**src/rtl/pvr_pkg.sv**
```systemverilog
// Shared definitions for the PVR VRAM port arbiter: requester ids, bus widths,
// arbiter state encoding and the round-robin pointer advance.
package pvr_pkg;

    localparam int unsigned REQ_ISP = 0;
    localparam int unsigned REQ_TSP = 1;
    localparam int unsigned REQ_RA  = 2;

    localparam int unsigned VRAM_AW = 24;
    localparam int unsigned VRAM_DW = 32;

    typedef enum logic [0:0] {
        ARB_IDLE  = 1'b0,
        ARB_OWNED = 1'b1
    } arb_state_t;

    function automatic int unsigned rr_next(input int unsigned idx, input int unsigned n);
        return (idx + 1 >= n) ? 0 : idx + 1;
    endfunction

endpackage

```
**src/rtl/pvr_rr_pick.sv**
```systemverilog
// Combinational round-robin picker: first requesting index at or after ptr,
// reported both one-hot and as an index.
module pvr_rr_pick #(
    parameter  int unsigned NREQ = 3,
    localparam int unsigned IW   = (NREQ > 1) ? $clog2(NREQ) : 1
) (
    input  logic [NREQ-1:0] req,
    input  logic [IW-1:0]   ptr,
    output logic [NREQ-1:0] grant,
    output logic [IW-1:0]   idx,
    output logic            any
);

    logic [IW-1:0] j;

    always_comb begin
        grant = '0;
        idx   = '0;
        any   = 1'b0;
        j     = '0;
        for (int unsigned k = 0; k < NREQ; k++) begin
            j = IW'((32'(ptr) + k) % NREQ);
            if (!any && req[j]) begin
                any   = 1'b1;
                idx   = j;
                grant = NREQ'(1) << j;
            end
        end
    end

endmodule

```
**src/rtl/pvr_vram_arb.sv**
```systemverilog
// Arbitrates the single PVR VRAM port between NREQ fetch blocks with
// round-robin grant, bounded burst lock and fixed-latency read return routing.
module pvr_vram_arb
    import pvr_pkg::*;
#(
    parameter int unsigned NREQ      = 3,
    parameter int unsigned RD_LAT    = 1,
    parameter int unsigned BURST_MAX = 16
) (
    input  logic                    clock,
    input  logic                    reset,
    input  logic [NREQ-1:0]         req_rd,
    input  logic [NREQ-1:0]         req_wr,
    input  logic [NREQ-1:0]         req_lock,
    input  logic [NREQ*VRAM_AW-1:0] req_addr,
    input  logic [NREQ*VRAM_DW-1:0] req_wdata,
    output logic [NREQ-1:0]         req_ack,
    output logic [NREQ-1:0]         rd_valid,
    output logic [VRAM_DW-1:0]      rd_data,
    input  logic                    vram_busy,
    output logic                    vram_rd,
    output logic                    vram_wr,
    output logic [VRAM_AW-1:0]      vram_addr,
    output logic [VRAM_DW-1:0]      vram_dout,
    input  logic [VRAM_DW-1:0]      vram_din
);

    localparam int unsigned IW = (NREQ > 1) ? $clog2(NREQ) : 1;
    localparam int unsigned CW = $clog2(BURST_MAX + 1);

    arb_state_t             state;
    logic [IW-1:0]          owner;
    logic [IW-1:0]          rr_ptr;
    logic [CW-1:0]          burst_cnt;
    logic [IW-1:0]          vram_id;

    logic [NREQ-1:0]        req_any;
    logic [NREQ-1:0]        pick_grant;
    logic [IW-1:0]          pick_idx;
    logic                   pick_any;
    logic [NREQ-1:0]        owner_oh;
    logic                   others_pend;
    logic                   burst_full;
    logic [IW-1:0]          sel;
    logic                   grant_ok;
    logic                   take;

    logic [RD_LAT-1:0]          tag_v;
    logic [RD_LAT-1:0][IW-1:0]  tag_id;

    assign req_any     = req_rd | req_wr;
    assign owner_oh    = NREQ'(1) << owner;
    assign others_pend = |(req_any & ~owner_oh);
    assign burst_full  = (burst_cnt == CW'(BURST_MAX));

    pvr_rr_pick #(.NREQ(NREQ)) u_pick (
        .req   (req_any),
        .ptr   (rr_ptr),
        .grant (pick_grant),
        .idx   (pick_idx),
        .any   (pick_any)
    );

    // An owner at its burst limit yields for one cycle whenever someone else waits.
    always_comb begin
        sel      = pick_idx;
        grant_ok = pick_any;
        if (state == ARB_OWNED) begin
            sel      = owner;
            grant_ok = req_any[owner] && !(burst_full && others_pend);
        end
        take    = grant_ok && !vram_busy && !reset;
        req_ack = '0;
        if (take) begin
            req_ack = (state == ARB_OWNED) ? owner_oh : pick_grant;
        end
    end

    always_ff @(posedge clock) begin
        if (reset) begin
            state     <= ARB_IDLE;
            owner     <= '0;
            rr_ptr    <= '0;
            burst_cnt <= '0;
            vram_rd   <= 1'b0;
            vram_wr   <= 1'b0;
            vram_id   <= '0;
            vram_addr <= '0;
            vram_dout <= '0;
        end else begin
            vram_rd <= take && req_rd[sel] && !req_wr[sel];
            vram_wr <= take && req_wr[sel];
            vram_id <= sel;
            if (take) begin
                vram_addr <= req_addr[sel*VRAM_AW +: VRAM_AW];
                vram_dout <= req_wdata[sel*VRAM_DW +: VRAM_DW];
            end
            if (!vram_busy) begin
                unique case (state)
                    ARB_IDLE: begin
                        if (take) begin
                            if (req_lock[sel]) begin
                                state     <= ARB_OWNED;
                                owner     <= sel;
                                burst_cnt <= CW'(1);
                            end else begin
                                rr_ptr <= IW'(rr_next(32'(sel), NREQ));
                            end
                        end
                    end
                    ARB_OWNED: begin
                        if (take) begin
                            if (!burst_full) begin
                                burst_cnt <= burst_cnt + CW'(1);
                            end
                            if (!req_lock[owner]) begin
                                state     <= ARB_IDLE;
                                burst_cnt <= '0;
                                rr_ptr    <= IW'(rr_next(32'(owner), NREQ));
                            end
                        end else if ((!req_any[owner] && !req_lock[owner]) ||
                                     (burst_full && others_pend)) begin
                            state     <= ARB_IDLE;
                            burst_cnt <= '0;
                            rr_ptr    <= IW'(rr_next(32'(owner), NREQ));
                        end
                    end
                    default: state <= ARB_IDLE;
                endcase
            end
        end
    end

    // Tag pipe starts at the issued strobe so its last stage lines up with vram_din.
    always_ff @(posedge clock) begin
        if (reset) begin
            tag_v    <= '0;
            tag_id   <= '0;
            rd_valid <= '0;
            rd_data  <= '0;
        end else begin
            tag_v[0]  <= vram_rd;
            tag_id[0] <= vram_id;
            for (int unsigned i = 1; i < RD_LAT; i++) begin
                tag_v[i]  <= tag_v[i-1];
                tag_id[i] <= tag_id[i-1];
            end
            rd_valid <= tag_v[RD_LAT-1] ? (NREQ'(1) << tag_id[RD_LAT-1]) : '0;
            if (tag_v[RD_LAT-1]) begin
                rd_data <= vram_din;
            end
        end
    end

    rd_wr_exclusive: assert property (@(posedge clock) disable iff (reset) !(|(req_rd & req_wr)));

endmodule

```
**config.mk**
```make
export PLATFORM = sky130hd
export DESIGN_NAME = pvr_vram_arb
export DESIGN_NICKNAME = d
export VERILOG_FILES = /design/src/rtl/pvr_pkg.sv /design/src/rtl/pvr_rr_pick.sv /design/src/rtl/pvr_vram_arb.sv
export SDC_FILE = /design/constraint.sdc
export NUM_CORES = 1
export LEC_CHECK = 0
export ABC_AREA = 1
export BUFFER_PORTS_ARGS = -buffer_cell sky130_fd_sc_hd__clkbuf_2
export CORE_AREA = 3 3 120 122
export CTS_BUF_LIST = sky130_fd_sc_hd__clkbuf_8
export DETAILED_ROUTE_END_ITERATION = 8
export DIE_AREA = 0 0 123 125
export PLACE_DENSITY_LB_ADDON = 0.05
export SETUP_SLACK_MARGIN = 0.4
export SLEW_MARGIN = 20
export SYNTH_ARGS = -nofsm -noshare
export SYNTH_HDL_FRONTEND = slang
export SYNTH_HIERARCHICAL = 1
export SYNTH_SLANG_ARGS = --single-unit
```
**constraint.sdc**
```tcl
create_clock -name clock -period 6.45 [get_ports clock]
set_input_delay 0 -clock clock [delete_from_list [all_inputs] [get_ports clock]]
set_output_delay 0 -clock clock [all_outputs]
set_load 0.05 [all_outputs]
```
==> run_results.csv <==
group,metric,value,unit
run_status,status,"finished clean",
cts,tritoncts,"built",
sta,slew-limit-headroom,32.3,%
sta,clock_skew,0.0172,ns
logic_synthesis,yosysWarnings,6,
cells_and_area,final_nets,1356,
die,row_count,42,
logic_synthesis,synthCells,712,
cts,cts-resized-gates,0,
logic_synthesis,synth_area_leaders,"dfxtp_1, nand2_1, a22oi_1",
setup_path,path_class,"reg2reg",
drt,drcViolationCount,0,
drt,firstDrtPassIters,4,
drt,drtIter0Drc,263,
setup_path,cp.arrival,4.32,ns
setup_path,required,6.80,ns
drt,wl_per_cell,15.0,um
cells_and_area,antennaDiodeCount,0,
die,die_h,125,um
setup_path,endpoint_kind,"flip-flop",
sta,rsz0062_at_grt,"false",
logic_synthesis,synth_nets,930,
global_routing,grt-ovfl-total,0,
die,die-area,15400,um^2
flow_run,cap_violations,0,
cts,root_buffer,"clkbuf_8",
cts,cts_sinks,108,
place,place_congestion,0.829,
cells_and_area,post-route-cell-area,8440,um^2
sta,drv_slew,0,
cells_and_area,syn2layout_area_growth,63.6,%
sta,hold_ws,0.0702,ns
setup_path,cp-start-kind,"flip-flop",
drt,drtAntennaViolNets,0,
die,io_pins,308,
logic_synthesis,ys_ff_latch,108,
place,placed_cell_area,6750,um^2
cts,cts_max_path_buffers,2,
die,start_util,38.8,%
sta,finalSetupViolations,0,
drt,routed_wl,19800,um
power_and_ir_drop,p_leak,0.00430,uW
global_routing,grt_first_pass_wirelength,31500,um
logic_synthesis,yosys.area.top_type,"dfxtp_1",
die,core-area,13300,um^2
setup_path,worst-path-max-fanout,88,
global_routing,grt_max_degree,99,
drt,num_vias,6468,
global_routing,grt_use_total,25.5,%
global_routing,antenna_found_initial,0,
cells_and_area,drive_above_1_share,31.2,%
global_routing,grt_pass1_vias,6473,
sta,fin_crit,3.97,ns
logic_synthesis,syn_area_per_cell,7.25,um^2
setup_path,timing.rr.start,"rr_ptr[0]",
drt,vias_per_cell,4.90,
sta,setup-tns-final,0,ns
cells_and_area,fin_cells,1319,
sta,min_period_over_period,61.6,%
cts,path_clk_slew,0.12,ns
logic_synthesis,ys_seq_area_share,41.9,%
die,die_w,123,um
place,dpl.hpwl,13200,um
cells_and_area,fin_util,63.5,%
power_and_ir_drop,p_per_area,239,nW/um^2
cts,cts_buffers,9,
cts,insertion_delay,0.39,ns
hold_path,min_from,"req_wr[0]",
place,io_buffers,307,
sta,max_freq,0.252,GHz
place,dp.cells,1153,
sta,worst-slew-pin-transition,1.01,ns
sta,hold_viol,0,
hold_path,hp-class,"in2reg",
logic_synthesis,synth_cell_type_count,33,
logic_synthesis,yosysTopAreaCellShare,41.9,%
cts,h-tree-depth,3,
setup_path,cp-startpoint,"rr_ptr[0]",
cts,cts_setup_buffers,0,
power_and_ir_drop,vdd_ir_drop_max,0.122,mV
logic_synthesis,netlist_area,5160,um^2
-- layout make-up --
type / count / area, um^2
inverter: 55 / 208
clock buffer: 10 / 138
sequential: 108 / 2160
timing repair buffer: 463 / 3080
clock inverter: 6 / 52.6
tap: 176 / 220
multi-input combinational: 501 / 2580
fill: 1211 / 4850
-- cell usage after synthesis, drive strengths merged --
library cell	number
or2	2
a31oi	57
a21oi	9
nor3	3
buf	23
nand3	22
nor2	107
o21ai	96
nor4	1
ha	6
a211oi	1
a221oi	1
dfxtp	108
inv	52
a22oi	57
nand2	131
o31ai	1
clkbuf	25
nand4	5
xor2	2
clkinv	3
-- flip-flops by register name, indices dropped and copies added (netlist names) --
register and flops:
state 1, vram_id 2, owner 2, vram_rd 1
tag_id 2, rd_data 32, burst_cnt 5, tag_v 1
vram_dout 32, rd_valid 3, vram_addr 24, rr_ptr 2
vram_wr 1
-- layout by cell type (no fill, tap or decap), types with 3 or more instances in the layout --
cell / n
a21oi_1: 8
a22oi_1: 57
a31oi_1: 57
buf_4: 6
clkbuf_2: 307
clkbuf_8: 10
clkinv_1: 3
dfxtp_1: 108
dlygate4sd3_1: 150
ha_1: 6
inv_1: 39
inv_2: 12
nand2_1: 126
nand2_2: 4
nand3_1: 21
nand4_1: 5
nor2_1: 102
nor2_4: 3
o21ai_0: 66
o21ai_1: 29
-- report_power, final --
group | total (uW) | switching, uW | leakage [uW] | internal [uW]
Combinational | 848 | 546 | 0.00332 | 301
Sequential | 755 | 32.2 | 0.000883 | 723
Clock | 413 | 254 | 0.0000971 | 159
-- routing by layer --
layer	share of wire [%]	wire [um]	global-route usage [%]	vias to the layer above
met2	50	9940	45.3	225
li1	-	-	-	3287
met1	39	7690	28.2	2908
met4	4.4	877	12.5	0
met5	0	0	0	-
met3	6.5	1280	5.87	48
-- through the flow --
step	worst slack [ns]	total power, uW
floorplan	3.65	1300
global placement	3.16	1510
detailed placement	3.10	1510
CTS	2.54	2030
global route	2.12	2140
finish	2.48	2020
-- worst paths after layout --
check | slack (ns) | depth (start not counted) | endpoint
max reg2reg | 2.48 | 13 | vram_addr[6]
min reg2reg | 0.41 | 2 | tag_id[0]
min | 0.07 | 4 | vram_rd
max | 2.48 | 13 | vram_addr[6]
-- worst max-delay path, stage by stage (launching register included) --
cell,delay [ns]
dfxtp_1,0.38
inv_1,0.07
ha_1,0.40
inv_2,0.10
o31ai_4,0.28
or2_1,0.16
nor2_1,0.06
nor3_4,0.21
nand2_2,0.19
inv_2,0.36
buf_4,0.67
o21ai_0,0.21
a31oi_1,0.21
dlygate4sd3_1,0.56
-- kinds of logic after synthesis --
logic type | count (synthesis) | synth area share, %
fa+ha+maj | 6 | 1.46
buf+inv | 103 | 8.51
xor+xnor | 2 | 0.340
compound gates | 222 | 26.3
simple gates | 271 | 21.5
flops | 108 | 41.9
-- what timing repair did --
| action | in CTS | in global routing |
|---|---|---|
| hold buffers | 150 | 0 |
| hold endpoints to repair | 97 | 0 |
| endpoints found under the setup margin | 0 | 0 |
(Power assumes the default switching activity.)
